`src/rtl/zeroskip_pkg.sv`:
```
// Shared constants and types for the zero-skip activation path.
package zeroskip_pkg;

  localparam int unsigned DIN_W  = 64;
  localparam int unsigned DATA_W = 8;
  localparam int unsigned SLICES = DIN_W * DATA_W / DIN_W;
  localparam int unsigned CNT_W  = $clog2(SLICES);

  typedef enum logic {
    HDR = 1'b0,
    ACT = 1'b1
  } znz_unpack_state_e;

  typedef struct packed {
    logic [DIN_W-1:0]             znz;
    logic [DIN_W-1:0][DATA_W-1:0] act;
    logic                         last;
  } znz_act_beat_t;

endpackage

```
`src/rtl/fifo_slice.sv`:
```
// Single-entry valid/ready register slice; a pop and a push in the same cycle refill without a bubble.
module fifo_slice #(
  parameter type t = logic
) (
  input  logic clk,
  input  logic rst_n,
  input  logic clear,
  input  logic in_vld,
  input  t     in_data,
  output logic in_rdy_c,
  output logic out_vld,
  input  logic out_rdy,
  output t     out_data
);

  logic push;
  logic pop;

  assign in_rdy_c = !out_vld || out_rdy;
  assign push     = in_vld && in_rdy_c;
  assign pop      = out_vld && out_rdy;

  always_ff @(posedge clk or negedge rst_n) begin
    if (!rst_n) begin
      out_vld  <= 1'b0;
      out_data <= '0;
    end else if (clear) begin
      out_vld  <= 1'b0;
    end else if (push) begin
      out_vld  <= 1'b1;
      out_data <= in_data;
    end else if (pop) begin
      out_vld  <= 1'b0;
    end
  end

endmodule

```
`src/rtl/zeroskip_znz_unpack.sv`:
```
// Splits the interleaved header/activation stream into paired ZNZ-slice and activation outputs.
module zeroskip_znz_unpack
  import zeroskip_pkg::*;
(
  input  logic                         clk,
  input  logic                         rst_n,
  input  logic                         clear_i,
  input  logic [DIN_W-1:0][DATA_W-1:0] din,
  input  logic                         din_vld_i,
  input  logic                         din_last_i,
  output logic                         din_rdy_o,
  output logic [DIN_W-1:0]             znz_dout,
  output logic                         znz_dout_vld_o,
  input  logic                         znz_dout_rdy_i,
  output logic [DIN_W-1:0][DATA_W-1:0] act_dout,
  output logic                         act_dout_vld_o,
  input  logic                         act_dout_rdy_i,
  output logic                         act_dout_last_o,
  output logic                         err_o
);

  znz_unpack_state_e            state_q, state_d;
  logic [CNT_W-1:0]             cnt_q, cnt_d;
  logic [SLICES-1:0][DIN_W-1:0] znz_reg_q, znz_reg_d;
  logic                         err_q, err_d;

  logic          stage_rdy_c;
  logic          stage_vld;
  logic          push;
  logic          accept;
  znz_act_beat_t beat;
  znz_act_beat_t stage_q;

  assign din_rdy_o = !clear_i && ((state_q == HDR) || stage_rdy_c);
  assign accept    = din_vld_i && din_rdy_o;

  // State register
  always_ff @(posedge clk or negedge rst_n) begin
    if (!rst_n) begin
      state_q   <= HDR;
      cnt_q     <= '0;
      znz_reg_q <= '0;
      err_q     <= 1'b0;
    end else begin
      state_q   <= state_d;
      cnt_q     <= cnt_d;
      znz_reg_q <= znz_reg_d;
      err_q     <= err_d;
    end
  end

  // Next-state, header capture and output-stage write
  always_comb begin
    state_d   = state_q;
    cnt_d     = cnt_q;
    znz_reg_d = znz_reg_q;
    err_d     = err_q;
    push      = 1'b0;
    beat.znz  = znz_reg_q[cnt_q];
    beat.act  = din;
    beat.last = din_last_i || (cnt_q == CNT_W'(SLICES - 1));

    if (clear_i) begin
      state_d = HDR;
      cnt_d   = '0;
      err_d   = 1'b0;
    end else if (accept) begin
      unique case (state_q)
        HDR: begin
          // A header flagged as last is malformed: drop it and wait for a real header.
          if (din_last_i) begin
            err_d = 1'b1;
          end else begin
            znz_reg_d = din;
            cnt_d     = '0;
            state_d   = ACT;
          end
        end
        ACT: begin
          push = 1'b1;
          if (beat.last) begin
            state_d = HDR;
            cnt_d   = '0;
          end else begin
            cnt_d = cnt_q + CNT_W'(1);
          end
        end
        default: state_d = HDR;
      endcase
    end
  end

  fifo_slice #(
    .t (znz_act_beat_t)
  ) u_stage (
    .clk      (clk),
    .rst_n    (rst_n),
    .clear    (clear_i),
    .in_vld   (push),
    .in_data  (beat),
    .in_rdy_c (stage_rdy_c),
    .out_vld  (stage_vld),
    .out_rdy  (znz_dout_rdy_i && act_dout_rdy_i),
    .out_data (stage_q)
  );

  assign znz_dout        = stage_q.znz;
  assign act_dout        = stage_q.act;
  assign act_dout_last_o = stage_q.last;
  assign znz_dout_vld_o  = stage_vld;
  assign act_dout_vld_o  = stage_vld;
  assign err_o           = err_q;

endmodule

```
`config.mk`:
```
export PLATFORM = sky130hd
export DESIGN_NAME = zeroskip_znz_unpack
export DESIGN_NICKNAME = d
export VERILOG_FILES = /design/src/rtl/zeroskip_pkg.sv /design/src/rtl/fifo_slice.sv /design/src/rtl/zeroskip_znz_unpack.sv
export SDC_FILE = /design/constraint.sdc
export NUM_CORES = 2
export LEC_CHECK = 0
export BUFFER_PORTS_ARGS = -buffer_cell sky130_fd_sc_hd__buf_2
export CAP_MARGIN = 15
export CORE_AREA = 5 5 421 423
export CTS_CLUSTER_SIZE = 10
export DETAILED_ROUTE_END_ITERATION = 10
export DIE_AREA = 0 0 426 428
export GPL_ROUTABILITY_DRIVEN = 1
export GPL_TIMING_DRIVEN = 0
export PLACE_DENSITY = 0.47
export SLEW_MARGIN = 15
export SYNTH_ARGS = -nofsm -noshare
export SYNTH_HDL_FRONTEND = slang
export SYNTH_SLANG_ARGS = --single-unit
```
`constraint.sdc`:
```
create_clock -name clk -period 4.9 [get_ports clk]
set_clock_uncertainty 0.05 [all_clocks]
set_input_delay 0.735 -clock clk [delete_from_list [all_inputs] [get_ports clk]]
set_output_delay 0.735 -clock clk [all_outputs]
set_load 0.05 [all_outputs]
```
==> impl_metrics.tcl <==
set metrics [dict create \
    comb_power_share_pct 32.7 \
    hp-class "input port to register" \
    tightestPinTransition_ps 1194 \
    drt.antenna.violating_nets 0 \
    clk_latency_ps 790 \
    reg2reg_slack_ps 1540 \
    p_int_mw 20.10 \
    synth_edf_count 0 \
    finalSetupViolCount 0 \
    clk_pin_slew_worst_paths_ps 60 \
    hold_viol 0 \
    drcViolationCount 0 \
    synthTopCellsByArea "dfrtp_1 59%, mux2_2 18%, mux2_4 11%" \
    ys_types 29 \
    hold_ws_ps 129.4 \
    drive_above_1_share_pct 61.00 \
    io_buffers 1098 \
    leakage_nw 28.50 \
    worst_slew_margin_rel_pct 20.42 \
    fp.dieH_um 428 \
    min_period_ps 4297 \
    coreArea_um2 173100 \
    ys_ff_latch 1095 \
    setup_tns_ps 0 \
    required_ps 4120 \
    synthMostInstantiatedCell "dfrtp_1" \
    grt_pass1_wl_um 274000 \
    period_share_pct 87.69 \
    postCtsSetupBuffers 0 \
    die_w_um 426 \
    drt_wl_total_um 202800 \
    ioPinCount 1100 \
    seqPwrFrac_pct 38.0 \
    drv_cap 0 \
    synth_commonest_cells "1095 x dfrtp_1, 756 x mux2_2, 350 x mux2_4" \
    timing.fmax_mhz 232.7 \
    die-area_um2 182300 \
    cts-root-buf "clkbuf_16" \
    grtUsageTotal_pct 21.69 \
    firstDrtPassIters 5 \
    wire_per_inst_um 31.15 \
    start_util_pct 26.73 \
    grt_max_degree 139 \
    cts_tree "done" \
    peakVddDrop_mv 0.3246 \
    synth_largest_area_cell "dfrtp_1" \
    synthFlopType "dfrtp_1" \
    n_fill_cell 17260 \
    net-switching-power_mw 12.64 \
    fin_total_pwr_mw 32.73 \
    max-clock-path-buffers 3 \
    netlist_area_um2 46250 \
    cp-end-kind "output pin" \
    cts_num_sinks 1095 \
    syn_inst 2856 \
    drt_iter0_markers 1612 \
    grt_overflow_total 0 \
    status "finished, final reports clean" \
    routabilityCongestion 0.8537 \
    rsz0062_at_grt "no" \
    synth-seq-area-share_pct 59.24 \
    area_growth_pct 27.70 \
    synth_top_area_share_pct 59.24 \
    antenna_found_initial 42 \
    arrival_ps 3510 \
    synth_nets 3377 \
    grt_pass1_vias 32280 \
    rows 153 \
    numCtsBuffers 137 \
    syn-mean-instance-area_um2 16.20 \
    clkPwrFrac_pct 29.3 \
    dpl.hpwl_um 159900 \
    powerDensity_nw_per_um2 554.2 \
    nets 4625 \
    avgViaCountPerCell 4.581 \
    htreeDepth 4 \
    startpoint_type "register" \
    maxSlewViolCount 0 \
    synth_warnings 0 \
    crit_fanout 10 \
    path_class "register to output pin" \
    p_sw_share_pct 38.60 \
    async_reset_ff_share_pct 100.0 \
    vias 29820 \
]
## power by group through the flow
stage	clock, mW	combinational, mW	sequential, mW
after global routing	10.2	11.2	12.7
after detailed placement	0	10.8	12.5
after global placement	0	10.8	12.5
after floorplan	0	2.93	16.9
after CTS	9.87	10.8	12.4
final	9.59	10.7	12.4
## kinds of logic after synthesis
group	Yosys count	synth area share, %
adders and majority gates	2	0.05409
DFF	1095	59.24
AOI/OAI and AO/OA	266	3.949
and+or+nand+nor	18	0.2408
muxes	1283	33.72
buffers and inverters	192	2.789
## cell usage in the layout (no fill, tap or decap), types with 16 or more instances in the layout
| master | n |
|---|---|
| a22o_1 | 64 |
| mux2i_1 | 130 |
| buf_4 | 50 |
| mux2_4 | 350 |
| buf_2 | 1156 |
| buf_6 | 41 |
| o22ai_1 | 64 |
| o21ai_0 | 65 |
| dfrtp_1 | 1095 |
| mux2_2 | 756 |
| diode_2 | 16 |
| o31ai_1 | 64 |
| clkbuf_1 | 70 |
| clkbuf_16 | 140 |
| mux2_1 | 47 |
## repair_timing
action / in CTS / in global routing
endpoints found under the hold margin: 118 / 0
gates resized for setup: 0 / 0
hold buffers: 1 / 0
## critical path, stage by stage (launching register included)
cell      delay (ps)
dfrtp_1          510
a21boi_1         780
clkbuf_1         580
clkbuf_1         460
a21oi_1          130
buf_2            250
## layout make-up
class,count,area [um^2],share of cell area [%]
timing repair buffer,1109,5771,9.770
antenna,16,40.04,0.06779
clock inverter,24,325.3,0.5508
multi-input combinational,1569,17560,29.74
clock buffer,180,3764,6.372
buffer,192,1291,2.186
sequential,1095,27400,46.39
tap,2325,2909,4.925
## worst paths after layout
kind / start / end / cells after the start
hold reg to reg: znz_reg_q[480]$_DFFE_PN0P_ / znz_reg_q[480]$_DFFE_PN0P_ / 1
setup / recovery: u_stage.out_vld$_DFFE_PN0P_ / din_rdy_o / 5
max in group asynchronous: rst_n / u_stage.out_data[351]$_DFFE_PN0P_ / 6
min in group asynchronous: rst_n / u_stage.out_data[170]$_DFFE_PN0P_ / 2
hold / removal: din[159] / u_stage.out_data[160]$_DFFE_PN0P_ / 2
setup reg to reg: u_stage.out_vld$_DFFE_PN0P_ / u_stage.out_data[260]$_DFFE_PN0P_ / 5
## flip-flops by register name, indices dropped and copies added (netlist names)
| name | cells |
|---|---|
| cnt_q | 3 |
| err_o | 1 |
| state_q | 1 |
| u_stage.out_vld | 1 |
| u_stage.out_data | 577 |
| znz_reg_q | 512 |
## per-stage QoR
stage	instances	area [um^2]	setup slack, ps	util (%)
floorplan	2856	46250	2094	-
global placement	6279	54660	-22920	31.58
detailed placement	6289	54930	954.8	31.74
CTS	6494	59030	328.3	34.11
global route	6501	59040	363.2	34.12
finish	6510	59070	603.3	34.13
## metal layers
| layer | vias to the layer above | part of all wire (%) | GRT usage [%] |
|---|---|---|---|
| li1 | 12910 | - | - |
| met4 | 2 | 2.4 | 5.684 |
| met2 | 855 | 50 | 37.01 |
| met3 | 231 | 5.3 | 4.706 |
| met1 | 15830 | 43 | 27.85 |
| met5 | - | 0.0064 | 0 |
(Power assumes the default switching activity.)
